<file path="src/rtl/uart_tx_buffered.sv">
// Buffered UART transmitter: a DEPTH-entry FIFO feeds an 8N1 serializer on TX_Serial.
// Define UART_TX_PARITY_EN to insert an even-parity bit between the data and stop bits.
module uart_tx_buffered #(
  parameter int CLKS_PER_BIT = 868,
  parameter int DEPTH        = 16,
  parameter int ADDR_W       = 4
) (
  input  logic              clk_100MHz,
  input  logic              reset,
  input  logic              write_enable,
  input  logic [7:0]        write_data,
  output logic              TX_Serial,
  output logic              TX_BUSY,
  output logic              fifo_full,
  output logic              fifo_empty,
  output logic [ADDR_W:0]   fifo_count,
  output logic              overflow
);

  localparam int CNT_W = (CLKS_PER_BIT > 1) ? $clog2(CLKS_PER_BIT) : 1;

`ifdef UART_TX_PARITY_EN
  typedef enum logic [2:0] {IDLE, START, DATA, PARITY, STOP} state_t;
`else
  typedef enum logic [2:0] {IDLE, START, DATA, STOP} state_t;
`endif

  state_t            state, state_d;
  logic [CNT_W-1:0]  baud_cnt, baud_cnt_d;
  logic [2:0]        bit_idx, bit_idx_d;
  logic              tx_q, tx_d;
  logic              baud_last;
  logic              push, pop;
  logic [7:0]        shreg;
  logic [7:0]        mem [DEPTH];
  logic [ADDR_W-1:0] wr_ptr, rd_ptr;
  logic [ADDR_W:0]   count;

  assign fifo_full  = (count == (ADDR_W+1)'(DEPTH));
  assign fifo_empty = (count == '0);
  assign fifo_count = count;
  assign TX_Serial  = tx_q;
  assign TX_BUSY    = (state != IDLE);

  // Fullness is judged on the pre-edge count, so a push racing a pop while full is dropped.
  assign push      = write_enable && !fifo_full;
  assign baud_last = (baud_cnt == CNT_W'(CLKS_PER_BIT - 1));

  always_ff @(posedge clk_100MHz or negedge reset) begin
    if (!reset) begin
      wr_ptr   <= '0;
      rd_ptr   <= '0;
      count    <= '0;
      overflow <= 1'b0;
    end else begin
      if (push) wr_ptr <= wr_ptr + ADDR_W'(1);
      if (pop)  rd_ptr <= rd_ptr + ADDR_W'(1);
      case ({push, pop})
        2'b10:   count <= count + (ADDR_W+1)'(1);
        2'b01:   count <= count - (ADDR_W+1)'(1);
        default: count <= count;
      endcase
      if (write_enable && fifo_full) overflow <= 1'b1;
    end
  end

  // Buffer storage and the frame byte carry no reset; they are only read once validated.
  always_ff @(posedge clk_100MHz) begin
    if (push) mem[wr_ptr] <= write_data;
    if (pop)  shreg <= mem[rd_ptr];
  end

  always_ff @(posedge clk_100MHz or negedge reset) begin
    if (!reset) begin
      state    <= IDLE;
      baud_cnt <= '0;
      bit_idx  <= '0;
      tx_q     <= 1'b1;
    end else begin
      state    <= state_d;
      baud_cnt <= baud_cnt_d;
      bit_idx  <= bit_idx_d;
      tx_q     <= tx_d;
    end
  end

  // The pin value is computed for the next state and registered, so TX_Serial never glitches.
  always_comb begin
    state_d    = state;
    baud_cnt_d = baud_cnt;
    bit_idx_d  = bit_idx;
    tx_d       = tx_q;
    pop        = 1'b0;
    case (state)
      IDLE: begin
        tx_d       = 1'b1;
        baud_cnt_d = '0;
        if (!fifo_empty) begin
          pop     = 1'b1;
          state_d = START;
          tx_d    = 1'b0;
        end
      end
      START: begin
        if (baud_last) begin
          baud_cnt_d = '0;
          bit_idx_d  = 3'd0;
          state_d    = DATA;
          tx_d       = shreg[0];
        end else begin
          baud_cnt_d = baud_cnt + CNT_W'(1);
        end
      end
      DATA: begin
        if (baud_last) begin
          baud_cnt_d = '0;
          if (bit_idx == 3'd7) begin
`ifdef UART_TX_PARITY_EN
            state_d = PARITY;
            tx_d    = ^shreg;
`else
            state_d = STOP;
            tx_d    = 1'b1;
`endif
          end else begin
            bit_idx_d = bit_idx + 3'd1;
            tx_d      = shreg[3'(bit_idx + 3'd1)];
          end
        end else begin
          baud_cnt_d = baud_cnt + CNT_W'(1);
        end
      end
`ifdef UART_TX_PARITY_EN
      PARITY: begin
        if (baud_last) begin
          baud_cnt_d = '0;
          state_d    = STOP;
          tx_d       = 1'b1;
        end else begin
          baud_cnt_d = baud_cnt + CNT_W'(1);
        end
      end
`endif
      STOP: begin
        if (baud_last) begin
          baud_cnt_d = '0;
          state_d    = IDLE;
          tx_d       = 1'b1;
        end else begin
          baud_cnt_d = baud_cnt + CNT_W'(1);
        end
      end
      default: begin
        state_d    = IDLE;
        baud_cnt_d = '0;
        tx_d       = 1'b1;
      end
    endcase
  end

endmodule

</file>
<file path="config.mk">
export PLATFORM = sky130hd
export DESIGN_NAME = uart_tx_buffered
export DESIGN_NICKNAME = d
export VERILOG_FILES = /design/src/rtl/uart_tx_buffered.sv
export SDC_FILE = /design/constraint.sdc
export NUM_CORES = 1
export LEC_CHECK = 0
export ABC_AREA = 0
export CAP_MARGIN = 5
export CORE_ASPECT_RATIO = 1.1
export CORE_UTILIZATION = 60
export CTS_CLUSTER_DIAMETER = 50
export CTS_CLUSTER_SIZE = 25
export DETAILED_ROUTE_END_ITERATION = 7
export PLACE_DENSITY_LB_ADDON = 0.2
export SLEW_MARGIN = 5
export SYNTH_ARGS = -nofsm -noshare
export SYNTH_HDL_FRONTEND = slang
export SYNTH_SLANG_ARGS = --single-unit
</file>
<file path="constraint.sdc">
create_clock -name clk_100MHz -period 3.7 [get_ports clk_100MHz]
set_input_delay 0.74 -clock clk_100MHz [delete_from_list [all_inputs] [get_ports clk_100MHz]]
set_output_delay 0.74 -clock clk_100MHz [all_outputs]
set_load 0.02 [all_outputs]
</file>
==> impl_metrics.tcl, run 1 <==
set metrics [dict create \
    ant_nets 0 \
    finalHoldViolCount 0 \
    worstPathCellList "nor4_2, and2_1, clkdlybuf4s50_1" \
    cts.sinks 166 \
    period_minus_slack_ps 3040 \
    fin_setup_tns_ps 0 \
    holdCritPathClass "register to register" \
    p_comb_share_pct 11.1 \
    instances_no_fill 559 \
    synth_area_leader_cell "edfxtp_1" \
    diodes 0 \
    p_seq_share_pct 49.7 \
    insertion_delay_ps 430 \
    met3_length_um 561 \
    period_share_pct 82.1 \
    num-fill-cells 687 \
    ys_seq_area_share_pct 70.2 \
    cts_buffers 17 \
    ios 21 \
    synth_cells 368 \
    slowest_delay_ps 640 \
    skew_ps 10.1 \
    hold_ws_ps 458 \
    drv_slew 0 \
    setup_viol 0 \
    vdd_drop_max_mv 0.450 \
    crit_fanout 8 \
    fmax_mhz 329 \
    io_buffers 20 \
    grt_pass1_wl_mm 19.3 \
    tightest_slew_ps 867 \
    drt_iter0_drc 202 \
    avgSynthCellArea_um2 18.7 \
    synth-main-ff-cell "edfxtp_1" \
    hold_buffers 0 \
    via_per_inst 5.97 \
    ys_warn_count 0 \
    die_h_um 114 \
    leakagePower_nw 2.74 \
    die_area_um2 11900 \
    wl_mm 11.7 \
    htree_num_levels 4 \
    async_flop_share_pct 18.1 \
    antenna_found_initial 0 \
    synth_top_area_share_pct 59.2 \
    grt_max_degree 36 \
    synth-edff-count 136 \
    critPathRequiredTime_ps 2960 \
    cpLargestDelayFamily "simple AND/OR/NAND/NOR gates" \
    arrival_ps 2300 \
    first_pass_iters 4 \
    yosys-top-cells-area "edfxtp_1 (59%), mux4_2 (14%), dfrtp_1 (11%)" \
    clkTransAtPathRegs_ps 60 \
    core_um2 11100 \
    routed.top_layer "met4" \
    p_switching_w 0.00114 \
    cts_resized 0 \
    wl_per_cell_um 21.0 \
    switching_share_pct 24.1 \
    hpwlAfterDp_mm 7.89 \
    netlist_area_um2 6890 \
    die_w_um 104 \
    powerDensity_nw_per_um2 599 \
    start_util_pct 62.3 \
    path_class "register to primary output" \
    num_vias 3338 \
    drive_gt1_share_pct 22.6 \
    drv_cap 0 \
    cts.path.max_buffers 2 \
    final_util_pct 71.3 \
    cts_tree "done" \
    yosysUniqueCellTypes 46 \
    slowest_stage "clkdlybuf4s50_1" \
    path_buf_inv 1 \
    grt.total_usage_pct 22.4 \
    nets 428 \
    cts_setup_buffers 0 \
    slew_headroom_pct 42.0 \
    drc 0 \
    endpoint_kind "primary output" \
    wl_met2_mm 6.24 \
    status "complete, no violations" \
    area_delta_synth_final_pct 14.4 \
    syn-num-nets 397 \
    totalPowerFinal_w 0.00473 \
    synth_seq_cells 166 \
    place_inst 527 \
    met1_length_mm 4.79 \
    rsz0062_at_grt "no" \
    internal-power_w 0.00359 \
    crit_path_start_kind "register" \
    cts_root_buffer "clkbuf_16" \
    gp_congestion 0.833 \
    std_cell_rows 40 \
    grt-ovfl-total 0 \
    p_clk_share_pct 39.2 \
    first_global_vias 3635 \
]
metal layers:
metal	vias to the layer above	track usage, %
met5	-	0
met4	0	9.71
met3	9	5.07
met2	107	38.6
met1	1704	27.7
li1	1518	-
worst register-to-register path, cell delays in order (launching register included):
cell,delay (ps)
dfrtp_1,430
inv_1,120
ha_1,250
inv_1,110
a21oi_1,130
buf_4,240
ha_1,380
xor2_1,120
ha_1,230
o211a_1,230
o31ai_1,190
a31oi_1,80
xnor2_1,140
kinds of logic after synthesis:
family	synth area share, %
mux	14.5
compound gates	3.00
flops	70.2
simple gates	4.67
buf+inv	1.96
xor+xnor	2.41
fa+ha+maj	3.27
cell usage after synthesis (all sizes together) (2+ instances only):
cell / n
a21oi: 4
ha: 18
nor3: 5
o21ai: 5
dfrtp: 29
nor4: 2
clkbuf: 7
nand2: 10
mux4: 42
edfxtp: 136
mux2: 5
or3: 2
and3: 2
nand3: 3
a22o: 5
buf: 10
nand4: 4
nor2: 25
nand2b: 3
xor2: 10
xnor2: 9
o211ai: 2
a221oi: 2
and2: 3
inv: 10
stage by stage:
step / cell area (µm²) / setup WS [ps]
after floorplan: 6890 / 533
after global placement: 7260 / 636
after detailed placement: 7260 / 596
after CTS: 7890 / 640
after global routing: 7890 / 555
final: 7890 / 662
final timing paths:
| check | depth (start not counted) | slack (ps) | startpoint | endpoint |
|---|---|---|---|---|
| hold / removal | 1 | 460 | overflow | overflow |
| hold reg to reg | 1 | 460 | overflow | overflow |
| setup reg to reg | 12 | 950 | state[0] | fifo_count[4] |
| setup / recovery | 3 | 660 | fifo_count[1] | fifo_empty |
| max in group asynchronous | 2 | 2290 | reset | TX_Serial |
| min in group asynchronous | 1 | 680 | reset | fifo_count[3] |
registers in the layout, indices dropped and copies added, names as in the netlist:
signal and count:
state 2, bit_idx 3, wr_ptr 4, TX_Serial 1, shreg 8, rd_ptr 4
mem 128, fifo_count 5, overflow 1, baud_cnt 10
power groups by stage:
stage / logic (W) / registers [W] / clock network (W)
2_1_floorplan: 0.000324 / 0.00236 / 0
3_3_place_gp: 0.000510 / 0.00237 / 0
3_5_place_dp: 0.000530 / 0.00239 / 0
4_1_cts: 0.000533 / 0.00235 / 0.00188
5_1_grt: 0.000574 / 0.00237 / 0.00195
6_report: 0.000525 / 0.00235 / 0.00185
layout make-up:
class | instances | area (µm²) | share of cell area [%]
multi-input cells | 175 | 1920 | 24.4
clock inverters | 15 | 203 | 2.57
repair buffers | 29 | 280 | 3.55
flip-flops and latches | 166 | 4840 | 61.3
clock buffers | 17 | 425 | 5.39
inverters | 10 | 37.5 | 0.476
well taps | 147 | 184 | 2.33
cells in the final DEF (no fill, tap or decap), types with 3 or more instances in the layout:
cell and n:
edfxtp_1 136, clkdlybuf4s50_1 20, dfrtp_1 28, xnor2_1 9, buf_4 8, nand3_1 3
inv_1 10, bufinv_16 4, mux2_2 4, xor2_1 10, nand2_1 10, nand2b_1 3
nor2_1 25, clkbuf_16 17, ha_1 18, a21oi_1 4, o21ai_0 5, clkinvlp_4 3
nand4_1 4, and2_1 3, nor3_1 5, a22o_1 5, mux4_2 42
Power figures use the tool's default switching activity.
==> run 2: changes to the inputs <==
--- a/config.mk
+++ b/config.mk
@@ -8,7 +8,7 @@
 export ABC_AREA = 0
 export CAP_MARGIN = 5
 export CORE_ASPECT_RATIO = 1.1
-export CORE_UTILIZATION = 60
+export CORE_UTILIZATION = 55
 export CTS_CLUSTER_DIAMETER = 50
 export CTS_CLUSTER_SIZE = 25
 export DETAILED_ROUTE_END_ITERATION = 7
==> constraint.sdc (replaced) <==
create_clock -name clk_100MHz -period 2.6 [get_ports clk_100MHz]
set_input_delay 0.52 -clock clk_100MHz [delete_from_list [all_inputs] [get_ports clk_100MHz]]
set_output_delay 0.52 -clock clk_100MHz [all_outputs]
set_load 0.02 [all_outputs]
==> run 2 against run 1 <==
Effect of this change: critical path depth is 1 higher; sequential power rose by 42%; first-iteration DRC count grew 23%; clock-buffer cell count up 2; sequential cell count unchanged; highest routed layer unchanged.
==> impl_metrics.tcl, run 2 (synthesis gave the netlist of run 1 again) <==
set metrics [dict create \
    slew_headroom_pct 57.2 \
    die_h_um 119 \
    nets 447 \
    reg_top3 "mem x128, baud_cnt x10, shreg x8" \
    fin_setup_tns_ps 0 \
    cts_tree "done" \
    die_w_um 109 \
    rr_endpoint "fifo_count[4]" \
    drv_cap 0 \
    ant_nets 0 \
    final_common_cell "edfxtp_1" \
    routed.top_layer "met4" \
    gp_congestion 0.809 \
    largest_reg_flops 128 \
    die_area_um2 13000 \
    regToRegSetupSlack_ps 190 \
    drv_slew 0 \
    cts_root_buffer "clkbuf_16" \
    largest-register "mem" \
    period_minus_slack_ps 2480 \
    ios 21 \
    first_pass_iters 4 \
    finalHoldViolCount 0 \
    wl_met2_mm 6.42 \
    crit_fanout 5 \
    met1_length_mm 5.06 \
    critPathRequiredTime_ps 2080 \
    tightest_slew_ps 641 \
    via_per_inst 5.81 \
    drive_gt1_share_pct 25.3 \
    path_buf_inv 3 \
    cts_buffers 17 \
    totalPowerFinal_w 0.00658 \
    instances_no_fill 584 \
    grt_pass1_wl_mm 19.2 \
    endpoint_kind "primary output" \
    clkTransAtPathRegs_ps 60 \
    wl_per_cell_um 20.5 \
    area_delta_synth_final_pct 16.5 \
    layout_common_cells "edfxtp_1 (136), mux4_2 (42), dfrtp_1 (28)" \
    r2r_start "fifo_count[3]" \
    rsz0062_at_grt "no" \
    holdCritPathClass "primary input to asynchronous set/reset pin" \
    start_util_pct 56.8 \
    hpwlAfterDp_mm 8.24 \
    slowest_delay_ps 610 \
    path_depth 4 \
    ff2ff_path_depth 10 \
    status "complete, no violations" \
    setup_viol 0 \
    drt_iter0_drc 249 \
    grt.total_usage_pct 21.0 \
    setup.worst_path.start "state[0]" \
    grt-ovfl-total 0 \
    htree_num_levels 4 \
    worstSetupEndpoint "TX_BUSY" \
    powerDensity_nw_per_um2 820 \
    grt_max_degree 36 \
    num-fill-cells 803 \
    cpLargestDelayFamily "buffers and inverters" \
    std_cell_rows 42 \
    vdd_drop_max_mv 0.566 \
    place_inst 552 \
    diodes 0 \
    period_share_pct 95.4 \
    met3_length_um 291 \
    num_vias 3394 \
    cts.path.max_buffers 2 \
    cts.sinks 166 \
    path_class "register to primary output" \
    core_um2 12100 \
    insertion_delay_ps 420 \
    skew_ps 9.89 \
    io_buffers 20 \
    arrival_ps 1960 \
    wl_mm 12.0 \
    antenna_found_initial 0 \
    crit_path_start_kind "register" \
    slowest_stage "clkdlybuf4s50_1" \
    final_util_pct 66.2 \
    leakagePower_nw 2.85 \
    worstPathCellList "inv_1, ha_1, inv_2, clkdlybuf4s50_1" \
    first_global_vias 3577 \
    fmax_mhz 403 \
    drc 0 \
]
run 2: cell types whose count changed in the layout (fill, tap and decap cells not counted), sizes merged:
cell and delta:
buf +19, bufinv -2, clkbuf +2, clkdlybuf4s50 -2, clkinv -1, clkinvlp -1, dlygate4sd2 +1, dlymetal6s2s +1
inv +1
run 2: worst min-delay path by stage:
stage                    endpoint  cells after the start
floorplan             baud_cnt[0]                      0
global placement         overflow                      1
detailed placement       overflow                      1
CTS                 fifo_count[3]                      1
global route        fifo_count[3]                      1
finish              fifo_count[3]                      1
run 2: area by class of cell:
type	instances	area, µm²	area share (%)
Tap cell	154	193	2.40
Sequential cell	166	4840	60.2
Inverter	10	37.5	0.467
Clock inverter	12	126	1.57
Timing Repair Buffer	48	462	5.75
Multi-Input combinational cell	175	1940	24.2
Clock buffer	19	433	5.39
run 2: layer usage:
layer / up-vias / track usage (%)
li1: 1554 / -
met1: 1755 / 26.1
met2: 71 / 35.4
met3: 14 / 4.43
met4: 0 / 9.12
met5: - / 0
run 2: timing repair:
item | CTS | global route
setup endpoints to repair | 2 | 1
buffers inserted | 1 | 0
resized for setup | 1 | 1
hold buffers | 0 | 0
pin swaps | 1 | 0
run 2: stage by stage:
stage | instance area (µm²) | setup WS, ps | hold slack (ps)
floorplan | 6920 | 28.6 | 224
global placement | 7460 | 41.4 | 442
detailed placement | 7460 | -49.5 | 452
CTS | 8030 | 16.7 | 447
global route | 8030 | 10.5 | 471
finish | 8030 | 119 | 451
run 2: power breakdown:
part | total (W) | internal, W | switching (W)
registers | 0.00333 | 0.00317 | 0.000160
clock network | 0.00240 | 0.00141 | 0.000995
logic | 0.000854 | 0.000388 | 0.000466
total | 0.00658 | 0.00496 | 0.00162
==> run 3: changes to the inputs <==
--- a/config.mk
+++ b/config.mk
@@ -8,11 +8,12 @@
 export ABC_AREA = 0
 export CAP_MARGIN = 5
 export CORE_ASPECT_RATIO = 1.1
-export CORE_UTILIZATION = 55
+export CORE_UTILIZATION = 50
 export CTS_CLUSTER_DIAMETER = 50
 export CTS_CLUSTER_SIZE = 25
 export DETAILED_ROUTE_END_ITERATION = 7
 export PLACE_DENSITY_LB_ADDON = 0.2
+export SETUP_SLACK_MARGIN = 0.1
 export SLEW_MARGIN = 5
 export SYNTH_ARGS = -nofsm -noshare
 export SYNTH_HDL_FRONTEND = slang
==> run 3 against run 2 <==
Effect of this change: die area rose by 9.8%; cell area rose by 0.26%; clock power fell by 2%; critical path depth fell by 1; non-clock buffer count did not move; wire length fell by 1.9%; fmax rose by 6.6%; critical path type unchanged.
==> impl_metrics.tcl, run 3 (synthesis gave the netlist of run 1 again) <==
set metrics [dict create \
    drv_cap 0 \
    p_switching_w 0.00164 \
    endpoint_kind "primary output" \
    p_comb_share_pct 12.8 \
    rr_endpoint "fifo_count[4]" \
    slew_headroom_pct 58.9 \
    status "complete, no violations" \
    diodes 0 \
    grt_pass1_wl_mm 19.3 \
    final_util_pct 60.4 \
    ant_nets 0 \
    met1_usage_pct 23.1 \
    die_area_um2 14300 \
    htree_num_levels 4 \
    crit_fanout 6 \
    drv_slew 0 \
    layout_common_cells "edfxtp_1 (136), mux4_2 (42), dfrtp_1 (27)" \
    clkTransAtPathRegs_ps 60 \
    period_minus_slack_ps 2330 \
    grt-ovfl-total 0 \
    core_um2 13300 \
    largest-register "mem" \
    holdCritStartpoint "overflow" \
    ios 21 \
    grt-busiest-layer "met2" \
    min_to "overflow" \
    p_clk_share_pct 35.9 \
    num-fill-cells 1010 \
    start_util_pct 51.7 \
    reg_top3 "mem x128, baud_cnt x10, shreg x8" \
    arrival_ps 1810 \
    r2r_start "fifo_count[0]" \
    period_share_pct 89.5 \
    setup_viol 0 \
    die_h_um 125 \
    largest_reg_flops 128 \
    hpwlAfterDp_mm 8.14 \
    cts.path.max_buffers 2 \
    regToRegSetupSlack_ps 280 \
    wl_mm 11.7 \
    leakagePower_nw 2.82 \
    hold_buffers 0 \
    first_global_vias 3600 \
    final_common_cell "edfxtp_1" \
    drt_iter0_drc 228 \
    grt_max_degree 36 \
    cts_tree "done" \
    rsz0062_at_grt "no" \
    drc 0 \
    num_vias 3374 \
    fmax_mhz 430 \
    first_pass_iters 4 \
    path_class "register to primary output" \
    use_met3_pct 4.94 \
    holdCritPathClass "register to register" \
    vdd_drop_max_mv 0.478 \
    nets 447 \
    gp_congestion 0.752 \
    cts_buffers 17 \
    crit_path_start_kind "register" \
    switching_share_pct 25.2 \
    insertion_delay_ps 420 \
    setup.worst_path.start "fifo_count[0]" \
    p_seq_share_pct 51.3 \
    setup_slack_ps 273 \
    cts_root_buffer "clkbuf_16" \
    std_cell_rows 44 \
    skew_ps 6.74 \
    grt_use_met2_pct 31.6 \
    critPathRequiredTime_ps 2080 \
    dp_slack_ps 89.2 \
    tightest_slew_ps 616 \
    antenna_found_initial 0 \
    finalHoldViolCount 0 \
    via_per_inst 5.50 \
    cts.sinks 166 \
    powerDensity_nw_per_um2 808 \
    internal-power_w 0.00487 \
    wl_per_cell_um 19.1 \
    area_delta_synth_final_pct 16.8 \
    io_buffers 20 \
    die_w_um 114 \
    grt.total_usage_pct 18.6 \
    fin_setup_tns_ps 0 \
    holdPathStages 1 \
    drive_gt1_share_pct 26.7 \
    ff2ff_path_depth 11 \
]
-- run 3: through the flow --
| stage | hold WS, ps | std cells | cell area (µm²) | total power [W] |
|---|---|---|---|---|
| after floorplan | 224 | 368 | 6940 | 0.00386 |
| after global placement | 444 | 582 | 7490 | 0.00419 |
| after detailed placement | 450 | 582 | 7490 | 0.00423 |
| after CTS | 464 | 614 | 8050 | 0.00657 |
| after global routing | 493 | 614 | 8050 | 0.00677 |
| final | 455 | 614 | 8050 | 0.00650 |
-- run 3: how the worst max path moves through the flow --
stage / to / slack, ps / depth (start not counted)
finish: fifo_empty / 270 / 3
global placement: fifo_count[4] / 100 / 10
detailed placement: fifo_count[4] / 90 / 10
floorplan: fifo_count[4] / 40 / 11
global route: fifo_count[3] / 150 / 10
CTS: fifo_empty / 230 / 3
-- run 3: cell type report --
cell class | instances | area (µm²) | share of cell area (%)
Clock buffer | 18 | 429 | 5.33
Clock inverter | 13 | 125 | 1.55
Inverter | 10 | 37.5 | 0.466
Multi-Input combinational cell | 175 | 1950 | 24.2
Sequential cell | 166 | 4840 | 60.1
Tap cell | 184 | 230 | 2.86
Timing Repair Buffer | 48 | 444 | 5.52
-- run 3: power by group through the flow --
stage | Combinational [W] | Sequential (W) | Clock (W)
finish | 0.000831 | 0.00334 | 0.00234
global route | 0.000920 | 0.00337 | 0.00248
CTS | 0.000847 | 0.00334 | 0.00238
detailed placement | 0.000841 | 0.00339 | 0
global placement | 0.000815 | 0.00338 | 0
floorplan | 0.000488 | 0.00338 | 0
-- run 3: per-layer routing --
metal / up-vias / share of wire [%]
met5: - / 0
met4: 0 / 1.4
met3: 13 / 3.1
met2: 56 / 54
met1: 1750 / 42
li1: 1555 / -
-- run 3: worst max-delay path, cell delays in order (launching register included) --
cell,delay [ps]
dfrtp_1,470
nor4_4,310
and2_1,250
dlygate4sd2_1,350
-- run 3: repair_timing --
item,CTS,global route
gates resized for setup,3,0
setup buffers,1,0
endpoints found under the hold margin,0,0
endpoints found under the setup margin,3,0
